--- src/rtl/spi_flash_rd_seq.sv ---
// SPI flash read sequencer: configures the SPI block over the IO bus, streams a 0x03 read
// command plus dummy bytes through the MOSI FIFO and returns the MISO data bytes.
module spi_flash_rd_seq #(
  parameter logic [31:0] MODE_WORD = 32'h0000_0001,
  parameter logic [31:0] SDIV_WORD = 32'd4,
  parameter logic [15:0] TIMEOUT   = 16'd4095
) (
  input  logic        clk,
  input  logic        rst,
  input  logic        req,
  input  logic [23:0] req_addr,
  input  logic [7:0]  req_len,
  output logic        busy,
  output logic        rd_valid,
  output logic [7:0]  rd_data,
  output logic        done,
  output logic        err,
  output logic        dma_io_we,
  output logic [13:0] dma_io_wadr,
  output logic [31:0] dma_io_wdata,
  output logic        dma_io_radr_en,
  output logic [13:0] dma_io_radr,
  input  logic [31:0] dma_io_rdata
);
  localparam logic [13:0] ADR_MODE = 14'h3C80;
  localparam logic [13:0] ADR_SDIV = 14'h3C81;
  localparam logic [13:0] ADR_MOSI = 14'h3C82;
  localparam logic [13:0] ADR_MISO = 14'h3C83;

  typedef enum logic [3:0] {
    S_IDLE, S_CFG_MODE, S_CFG_DIV, S_FLUSH, S_RD_MOSI,
    S_WT_MOSI, S_PUSH, S_RD_MISO, S_WT_MISO, S_FIN
  } state_t;

  state_t      r_state, w_next;
  logic [23:0] r_addr;
  logic [8:0]  r_len, r_tx_total, r_tx_cnt, r_popped, r_rx_cnt;
  logic [2:0]  r_rx_skip;
  logic [15:0] r_prog;
  logic        r_busy, r_done, r_err, r_rd_valid, r_we, r_re;
  logic [7:0]  r_rd_data;
  logic [13:0] r_wadr, r_radr;
  logic [31:0] r_wdata;

  logic        w_we, w_re, w_can_push, w_loop, w_pop, w_deliver, w_progress, w_timeout, w_unused;
  logic [13:0] w_wadr, w_radr;
  logic [31:0] w_wdata;
  logic [7:0]  w_tx_byte;
  logic [8:0]  w_outstanding, w_len_eff;

  assign w_unused      = &{1'b0, dma_io_rdata[31:10]};
  assign w_len_eff     = (req_len == 8'd0) ? 9'd256 : {1'b0, req_len};
  assign w_outstanding = r_tx_cnt - r_popped;
  // Cap in-flight bytes at 6 so the 8-deep MISO FIFO can never overflow.
  assign w_can_push    = !dma_io_rdata[8] && (r_tx_cnt < r_tx_total) && (w_outstanding < 9'd6);
  assign w_loop        = (r_state == S_RD_MOSI) || (r_state == S_WT_MOSI) || (r_state == S_PUSH) ||
                         (r_state == S_RD_MISO) || (r_state == S_WT_MISO);
  assign w_pop         = (r_state == S_WT_MISO) && !dma_io_rdata[9];
  assign w_deliver     = w_pop && (r_rx_skip == 3'd0);
  assign w_progress    = (r_state == S_PUSH) || w_pop;
  assign w_timeout     = w_loop && !w_progress && (r_prog >= TIMEOUT);

  always_comb begin
    case (r_tx_cnt)
      9'd0:    w_tx_byte = 8'h03;
      9'd1:    w_tx_byte = r_addr[23:16];
      9'd2:    w_tx_byte = r_addr[15:8];
      9'd3:    w_tx_byte = r_addr[7:0];
      default: w_tx_byte = 8'h00;
    endcase
  end

  always_comb begin
    w_next = r_state;
    case (r_state)
      S_IDLE:     if (req) w_next = S_CFG_MODE;
      S_CFG_MODE: w_next = S_CFG_DIV;
      S_CFG_DIV:  w_next = S_FLUSH;
      S_FLUSH:    w_next = S_RD_MOSI;
      S_RD_MOSI:  w_next = S_WT_MOSI;
      S_WT_MOSI:  w_next = w_can_push ? S_PUSH : S_RD_MISO;
      S_PUSH:     w_next = S_RD_MISO;
      S_RD_MISO:  w_next = S_WT_MISO;
      S_WT_MISO:  w_next = (w_deliver && (r_rx_cnt + 9'd1 == r_len)) ? S_FIN : S_RD_MOSI;
      S_FIN:      w_next = S_IDLE;
      default:    w_next = S_IDLE;
    endcase
    if (w_timeout) w_next = S_FIN;
  end

  // Bus strobes are decoded from the next state so they register into the state they belong to.
  always_comb begin
    w_we    = 1'b0;
    w_wadr  = 14'h0;
    w_wdata = 32'h0;
    w_re    = 1'b0;
    w_radr  = 14'h0;
    case (w_next)
      S_CFG_MODE: begin w_we = 1'b1; w_wadr = ADR_MODE; w_wdata = MODE_WORD; end
      S_CFG_DIV:  begin w_we = 1'b1; w_wadr = ADR_SDIV; w_wdata = SDIV_WORD; end
      S_FLUSH:    begin w_we = 1'b1; w_wadr = ADR_MISO; w_wdata = 32'h0000_0400; end
      S_PUSH:     begin w_we = 1'b1; w_wadr = ADR_MOSI; w_wdata = {24'h0, w_tx_byte}; end
      S_RD_MOSI:  begin w_re = 1'b1; w_radr = ADR_MOSI; end
      S_RD_MISO:  begin w_re = 1'b1; w_radr = ADR_MISO; end
      default:    ;
    endcase
  end

  always_ff @(posedge clk or posedge rst) begin
    if (rst) begin
      r_state    <= S_IDLE;
      r_addr     <= 24'h0;
      r_len      <= 9'h0;
      r_tx_total <= 9'h0;
      r_tx_cnt   <= 9'h0;
      r_popped   <= 9'h0;
      r_rx_cnt   <= 9'h0;
      r_rx_skip  <= 3'h0;
      r_prog     <= 16'h0;
      r_busy     <= 1'b0;
      r_done     <= 1'b0;
      r_err      <= 1'b0;
      r_rd_valid <= 1'b0;
      r_rd_data  <= 8'h0;
      r_we       <= 1'b0;
      r_wadr     <= 14'h0;
      r_wdata    <= 32'h0;
      r_re       <= 1'b0;
      r_radr     <= 14'h0;
    end else begin
      r_state    <= w_next;
      r_we       <= w_we;
      r_wadr     <= w_wadr;
      r_wdata    <= w_wdata;
      r_re       <= w_re;
      r_radr     <= w_radr;
      r_done     <= (w_next == S_FIN);
      r_rd_valid <= w_deliver;
      r_rd_data  <= w_deliver ? dma_io_rdata[7:0] : 8'h00;
      if (r_state == S_IDLE && req) begin
        r_addr     <= req_addr;
        r_len      <= w_len_eff;
        r_tx_total <= w_len_eff + 9'd4;
        r_tx_cnt   <= 9'h0;
        r_popped   <= 9'h0;
        r_rx_cnt   <= 9'h0;
        r_rx_skip  <= 3'd4;
        r_busy     <= 1'b1;
        r_err      <= 1'b0;
      end
      if (r_state == S_FIN) r_busy <= 1'b0;
      if (r_state == S_PUSH) r_tx_cnt <= r_tx_cnt + 9'd1;
      if (w_pop) begin
        r_popped <= r_popped + 9'd1;
        if (r_rx_skip != 3'd0) r_rx_skip <= r_rx_skip - 3'd1;
        else                   r_rx_cnt  <= r_rx_cnt + 9'd1;
      end
      if (!w_loop || w_progress) r_prog <= 16'h0;
      else                       r_prog <= r_prog + 16'd1;
      if (w_timeout) r_err <= 1'b1;
    end
  end

  assign busy           = r_busy;
  assign rd_valid       = r_rd_valid;
  assign rd_data        = r_rd_data;
  assign done           = r_done;
  assign err            = r_err;
  assign dma_io_we      = r_we;
  assign dma_io_wadr    = r_wadr;
  assign dma_io_wdata   = r_wdata;
  assign dma_io_radr_en = r_re;
  assign dma_io_radr    = r_radr;
endmodule

--- config.mk ---
export PLATFORM = sky130hd
export DESIGN_NAME = spi_flash_rd_seq
export DESIGN_NICKNAME = d
export VERILOG_FILES = /design/src/rtl/spi_flash_rd_seq.sv
export SDC_FILE = /design/constraint.sdc
export NUM_CORES = 1
export LEC_CHECK = 0
export CAP_MARGIN = 20
export CORE_ASPECT_RATIO = 1.2
export CORE_MARGIN = 1
export CORE_UTILIZATION = 55
export CTS_CLUSTER_DIAMETER = 60
export DETAILED_ROUTE_END_ITERATION = 10
export HOLD_SLACK_MARGIN = 0.05
export PLACE_DENSITY = 0.88
export SLEW_MARGIN = 20
export SYNTH_ARGS = -nofsm -noshare
export SYNTH_HDL_FRONTEND = slang
export SYNTH_SLANG_ARGS = --single-unit
--- constraint.sdc ---
create_clock -name clk -period 5.8 [get_ports clk]
set_clock_uncertainty 0.15 [all_clocks]
set_input_delay 1.16 -clock clk [delete_from_list [all_inputs] [get_ports clk]]
set_output_delay 1.16 -clock clk [all_outputs]
set_load 0.005 [all_outputs]
==> results of run 1 <==
==> power by group through the flow <==
| stage | Sequential [mW] | Clock (mW) | Combinational [mW] |
|---|---|---|---|
| global route | 1.25 | 1.07 | 1.31 |
| floorplan | 1.14 | 0 | 0.911 |
| global placement | 1.21 | 0 | 1.09 |
| CTS | 1.22 | 1.03 | 1.18 |
| detailed placement | 1.22 | 0 | 1.15 |
| finish | 1.22 | 1.03 | 1.18 |
==> critical path, stage by stage <==
cell	delay, ns
clkdlybuf4s50_1	0.51
nor3b_1	0.71
nand2_1	0.51
a2111oi_2	0.34
o2111a_1	0.28
a21oi_2	0.13
a211oi_1	0.28
o21ai_1	0.10
==> synth_stat cells (7+ instances only) <==
cell / instances / area share
nand2_1: 141 / 0.084
dfrtp_1: 116 / 0.46
nor2_1: 50 / 0.030
buf_4: 48 / 0.057
o21ai_0: 41 / 0.033
inv_1: 34 / 0.020
ha_1: 26 / 0.052
nand3_1: 24 / 0.019
xnor2_1: 22 / 0.031
xor2_1: 20 / 0.028
clkbuf_1: 19 / 0.011
a21oi_1: 17 / 0.014
and3_1: 16 / 0.016
nor3_1: 9 / 0.0072
nand2b_1: 8 / 0.0080
mux2i_1: 7 / 0.011
==> worst paths after layout <==
kind | startpoint | to | slack, ns | depth (start not counted)
worst max register to register | r_rx_skip[0]$_DFF_PP0_ | dma_io_radr[12]$_DFF_PP0_ | 2.49 | 9
min in group asynchronous | rst | r_prog[6]$_DFF_PP0_ | 1.13 | 2
worst max-delay path | dma_io_rdata[9] | dma_io_radr[12]$_DFF_PP0_ | 1.91 | 8
max in group asynchronous | rst | r_addr[1]$_DFFE_PP0P_ | 3.50 | 3
worst min register to register | r_popped[7]$_DFFE_PP0P_ | r_popped[7]$_DFFE_PP0P_ | 0.33 | 1
worst min-delay path | r_popped[7]$_DFFE_PP0P_ | r_popped[7]$_DFFE_PP0P_ | 0.33 | 1
==> cells by family after synthesis <==
kind of cell / Yosys count / synth area share
AO/OA/AOI/OAI: 107 / 0.113
XOR/XNOR: 42 / 0.0585
adder cells (fa/ha/maj): 27 / 0.0549
multiplexers: 7 / 0.0111
buffers and inverters: 107 / 0.0945
flip-flops: 116 / 0.462
AND/OR/NAND/NOR: 283 / 0.206
other: 1 / 0.000596
==> stage by stage <==
step | area (um^2) | std cells | hold WS, ns
finish | 7590 | 925 | 0.328
global route | 7590 | 925 | 0.350
CTS | 7580 | 925 | 0.328
global placement | 7000 | 893 | 0.307
detailed placement | 7000 | 893 | 0.313
floorplan | 6420 | 726 | 0.295
==> routing by layer <==
metal,up-vias,routed length [um],track usage
met5,-,0,0
met4,0,458,0.131
met3,48,849,0.0722
met2,208,7580,0.463
met1,2512,5670,0.295
li1,2396,-,-
==> registers in the layout (all words and copies together), names as in the netlist <==
name          flops
r_addr           24
dma_io_wdata      9
r_len             9
r_rx_skip         3
rd_valid          1
dma_io_wadr       3
busy              1
rd_data           8
r_rx_cnt          9
r_tx_total        7
r_prog           16
r_tx_cnt          9
r_state           4
done              1
r_popped          9
err               1
dma_io_radr       2
==> cell type report <==
cell class,instances,area (um^2)
fill,776,3500
timing repair buffer,85,841
sequential,116,2900
multi-input combinational,503,2930
clock inverter,15,158
inverter,35,136
clock buffer,17,425
tap,154,193
==> summary by stage, run 1 <==
Clocking
The total clock buffers created by CTS is 17. The cell sitting at the root of the clock tree is a clkbuf_16. CTS saw 116 sinks. The clock transition time at the flip-flop clock pins of the worst setup and hold paths is 0.06 ns. The later pin in the worst-skew pair is clocked with a latency of 0.42 ns. The total number of H-tree levels is 4.

The cts-stage hold buffer count is 0. In this run the post-CTS setup repair buffer count came out at 0. The clock tree buffer depth is 2. After clock tree synthesis, the repair step resized 0 gates. TritonCTS built the clock tree.

Die
The die footprint is 11,900 um^2. In this run the core area contains 42 standard-cell rows. The top-level I/O count is 141. In this run the vertical extent of the chip is 119 um. For this configuration, the core starts out at a cell density of 0.567. In this run the horizontal extent of the chip is 99.6 um. The total area inside the core boundary comes to 11,100 um^2.

STA
Setup repair after global routing left no endpoint under its margin. Across all setup checks in the final design, the least slack found is 1.91 ns. The final number of hold-violating endpoints is 0. Of the available clock period, the critical path in the final layout requires 0.671.

The number of pins with negative max-slew slack in the final report is 0. The worst relative slew slack is 0.466. Adding up every negative setup slack in the final design gives 0 ns. The time the final worst path needs with I/O delays and setup is 3.89 ns. Static timing analysis puts the maximum clock frequency at 0.257 GHz. The count of endpoints failing setup in the final report is 0. For the pin with the worst max-slew slack, the measured transition is 0.799 ns.

Setup path
The category of the worst setup path launch point is an input port. The type of destination of the critical path is a register. For the worst setup path, the data arrival time is 4.02 ns. The critical path is of the input port to register type. The worst path required time is 5.93 ns. The maximum fanout count along the critical path is 14.

Global route
Summed over all layers, the global routing overflow is 0. The number of global-route vias before repair is 5,328. The overall fraction of global-route tracks in use is 0.265. Entering global routing, the biggest net connects 88 pins. The number of antenna violations at the first check in global routing is 0. The first-pass GRT wire length is 24.4 mm.

Pwr
Total power for the finished layout comes to 3.43 mW. The share of total power dissipated in the clock network is 0.299. The part of the power in registers is 0.356. The share of total power dissipated in combinational logic is 0.344. For this design the ratio of total power to cell area is 453 nW/um^2. The maximum VDD drop is 0.274 mV. Cell internal power was estimated by the tool at 2.17 mW. The switching share of total power is 0.368. The leakage power is 3.55 nW. For this design the total switching power over the nets is 1.26 mW.

Final layout
Of the cells placed in the final design, the portion with a size suffix greater than 1 is 0.0623. The most common library cell in the layout ignoring fill and taps is nand2_1. The diode insertion count for antenna repair is 0.

The final design utilization is 0.684. The number of nets in the final layout is 852. The area growth from synthesis to layout is 20.7%.

The library cells used most frequently in the layout, excluding fill and tap cells, are 141 x nand2_1, 116 x dfrtp_1, 81 x clkdlybuf4s50_1.

Detailed routing
The remaining number of nets flagged by the antenna check after routing is 0. The total routed wirelength is 14.5 mm. The routed layout has 5,164 vias. The post-detailed-route wirelength per cell is 15.7 um. In the routed design, unresolved DRC markers number 0.

The pre-antenna-repair detailed-routing pass consisted of 6 iterations. The detailed router's first-iteration violation count is 386. Dividing the detail-routed via count by the number of cells gives 5.58.

Min path
The min-delay analysis places its worst path in the category register to register.

Logic synthesis
The Yosys step of the flow raised 0 warnings. For this run, the register share of the synthesized area comes to 0.462. The area of the mapped netlist is 6290 um^2. The fraction of synthesis flops using an asynchronous set or reset pin is 1.00. After synthesis the netlist holds a flip-flop and latch count of 116. The number of library cell types mapped by synthesis is 59.

Dividing the synthesized area by the synthesized cell count gives 9.11 um^2. The most instantiated flip-flop cell in the synthesis netlist is dfrtp_1. Synthesis handed over a netlist of 690 instances. Counting flops with a built-in enable in the synthesized netlist gives 0.

Flow run
The number of max-capacitance violations reported is 0.

Place
The routability congestion estimate is 0.916. Timing analysis after detailed placement gives a worst setup slack of 1.45 ns. The number of port buffers is 81. The detailed placement HPWL is 10.0 mm.

Run status
The run finished with clean final reports.
(Power assumes the default switching activity.)
==> run 2, diff against run 1 <==
CORE_UTILIZATION = 51   (was 55)
PLACE_DENSITY = 0.83   (was 0.88)
clock period = 3.75 ns   (was 5.8 ns; I/O delays follow)
==> run 2 against run 1 <==
Against the previous run:
- clock power increased by 47%
- hold slack got worse by 0.0010 ns
- routed wire length shrank 2.6%
- sequential share of layout area decreased by 0.21 points
- sequential power increased by 54%
- first-iteration DRC count shrank 18%
- core utilization decreased by 5.2 points
- highest routed layer unchanged
- worst setup slack worse by 1.2 ns
- non-clock buffer count grew 6
- flip-flop and latch count did not move
==> summary by stage, run 2 (synthesis gave the netlist of run 1 again) <==
Place
The routability congestion estimate is 0.885. Detailed placement ended at an HPWL of 9.87 mm. During placement, the flow inserted port buffers numbering 81. The placement-stage worst setup slack is 0.665 ns.

Clocking
The clock tree synthesis step divided the H-tree into 4 levels. The clock transition time at the flip-flop clock pins of the worst setup and hold paths is 0.05 ns. In this run the clock root is driven by a clkbuf_16.

The clock tree buffer depth is 2. Once the clock tree was built, the setup fixing pass inserted 0 buffers. The TritonCTS clock tree is yes. The clock drives 116 sinks. The total clock buffers created by CTS is 17. The cts-stage hold buffer count is 0. Clock latency on the worst-skew pair, taken at its later pin, is 0.41 ns. The post-CTS resize count is 0.

STA
The worst-case setup margin in the final layout is 0.690 ns. The final number of hold-violating endpoints came to 0. Summed over all failing endpoints, the final setup total negative slack is 0 ns. The number of pins with negative max-slew slack in the final report is 0. The count of endpoints failing setup in the final report is 0. Setup repair after global routing left no endpoint under its margin. Static timing analysis puts the maximum clock frequency at 0.327 GHz.

Headroom to the max-slew limit came out at 0.598. The time the final worst path needs with I/O delays and setup is 3.06 ns. The final cycle utilization of the critical path is 0.816. For the pin with the worst max-slew slack, the measured transition is 0.595 ns.

Final layout
The fraction of layout cells with a size suffix above 1 is 0.0670. The library cells used most frequently in the layout, excluding fill and tap cells, are 141 x nand2_1, 116 x dfrtp_1, 81 x clkdlybuf4s50_1. In the final layout, the registers with the most flip-flops are r_addr (24), r_prog (16).

The register area is 2900 um^2. The filler cells instantiated in the layout total 982. The area growth from synthesis to final layout is 21.3%. The diode insertion count for antenna repair is 0.

The most common library cell in the layout ignoring fill and taps is nand2_1. The flip-flop count of the largest register after layout is 24. The register with the most flip-flops is r_addr.

The net count of the finished layout is 858. The multi-input combinational cells in the finished layout cover a total of 2930 um^2.

Global route
The number of global-route vias before repair is 5,131. Entering global routing, the biggest net connects 68 pins. The first global-routing pass estimated 23.7 mm of wire. The overall fraction of global-route tracks in use is 0.244.

The final global-route overflow total is 0. The number of antenna violations at the first check in global routing is 0.

Die
The die width is 103 um. The floorplan has 44 rows. The initial cell density of the core is 0.522. The die is 124 um tall. The die footprint is 12,800 um^2. In this run the standard cell core region covers 12,100 um^2.

Pin placement for this block handled 141 I/O pins.

Min path
Along the worst hold path, the cell count comes to 1. The path with the worst hold slack has its endpoint at r_prog[0]$_DFF_PP0_. The worst hold path begins at r_prog[0]$_DFF_PP0_. The min-delay analysis places its worst path in the category register to register.

Setup path
The category of the worst setup path launch point is a register. The launch instance of the worst register-to-register path is r_tx_cnt[0]$_DFFE_PP0P_. The type of destination of the critical path is a register.

The worst register-to-register path has a depth of 10. The setup check on the worst reg-to-reg path leaves a slack of 0.69 ns. Traced cell by cell, the critical path runs through nand2b_1 -> inv_1 -> fa_1 -> xor2_1 -> nor2_1 -> or4_4 -> a211oi_2 -> o2111a_2 -> nand4_2 -> a21oi_1. The critical path is of the register to register type. The maximum fanout count along the critical path is 8.

The end of the worst register-to-register path is dma_io_wdata[1]$_DFF_PP0_. The largest individual stage delay along the critical path comes from the cell or4_4. The worst path required time is 3.93 ns. In this design, the stage delay of the slowest critical-path cell is 0.51 ns. Data on the critical path arrives at its endpoint at 3.24 ns.

Pwr
The maximum VDD drop is 0.384 mV. Power spread over the standard cell area amounts to 686 nW/um^2. The leakage power is 3.59 nW.

Detailed routing
In the routed layout, each cell is associated on average with a via count of 5.41. In the routed design, unresolved DRC markers number 0. The total routed wirelength is 14.2 mm.

The first-pass iteration count of the detailed router is 4. The detailed router's first-iteration violation count is 315. The remaining number of nets flagged by the antenna check after routing is 0. The final route contains 5,068 vias. The post-detailed-route wirelength per cell is 15.1 um.

Run status
The flow ran to the end, and the final reports show no timing, DRC or antenna violations.

Flow run
The number of max-capacitance violations reported is 0.
-- run 2: cell types whose count changed in the layout (fill, tap and decap cells not counted), moves of 2 or more --
cell,before,now
clkinv_2,3,10
buf_4,4,8
clkinv_4,4,0
inv_6,3,0
buf_12,0,2
clkinvlp_4,4,2
-- run 2: how the worst max path moves through the flow --
stage,start,to,slack (ns),cells after the start
3_3_place_gp,req_len[2],r_len[2]$_DFFE_PP0P_,0.74,7
6_report,r_tx_cnt[0]$_DFFE_PP0P_,dma_io_wdata[1]$_DFF_PP0_,0.69,10
3_5_place_dp,req_len[2],r_len[3]$_DFFE_PP0P_,0.66,7
5_1_grt,r_tx_cnt[0]$_DFFE_PP0P_,dma_io_wdata[1]$_DFF_PP0_,0.51,10
2_1_floorplan,r_tx_cnt[5]$_DFFE_PP0P_,dma_io_wdata[0]$_DFF_PP0_,1.08,9
4_1_cts,r_tx_cnt[0]$_DFFE_PP0P_,dma_io_wdata[1]$_DFF_PP0_,0.72,10
-- run 2: final cells by class --
cell class	count	share of cell area
clock inverter	13	0.0154
timing repair buffer	91	0.119
clock buffer	18	0.0563
sequential	116	0.381
inverter	35	0.0177
multi-input combinational	503	0.384
tap	161	0.0264
-- run 2: critical path: cells and delay by family (launching register included) --
kind                       cells  cell delay, ns
and+or+nand+nor                4            1.02
adders and majority gates      1            0.40
DFF                            1            0.49
AOI/OAI and AO/OA              3            0.68
buffers and inverters          1            0.07
xor gates and xnor gates       1            0.16
-- run 2: through the flow --
step           std cells   util  instance area [um^2]  total power, mW  hold slack, ns
2_1_floorplan        726      -                  6430             3.18           0.295
3_5_place_dp         906  0.587                  7080             3.72           0.316
5_1_grt              937  0.633                  7630             5.58           0.353
3_3_place_gp         906  0.587                  7080             3.60           0.307
4_1_cts              937  0.633                  7630             5.25           0.330
6_report             937  0.633                  7630             5.23           0.327
-- run 2: per-layer routing --
| layer | part of all wire | GRT usage |
|---|---|---|
| met3 | 0.052 | 0.0612 |
| met5 | 0 | 0 |
| met2 | 0.51 | 0.413 |
| met1 | 0.41 | 0.291 |
| met4 | 0.026 | 0.111 |
-- run 2: power by group --
part	total, mW	switching, mW	internal, mW	leakage, nW
logic	1.84	1.01	0.830	1.78
clock network	1.51	0.550	0.957	0.278
registers	1.88	0.306	1.58	1.53
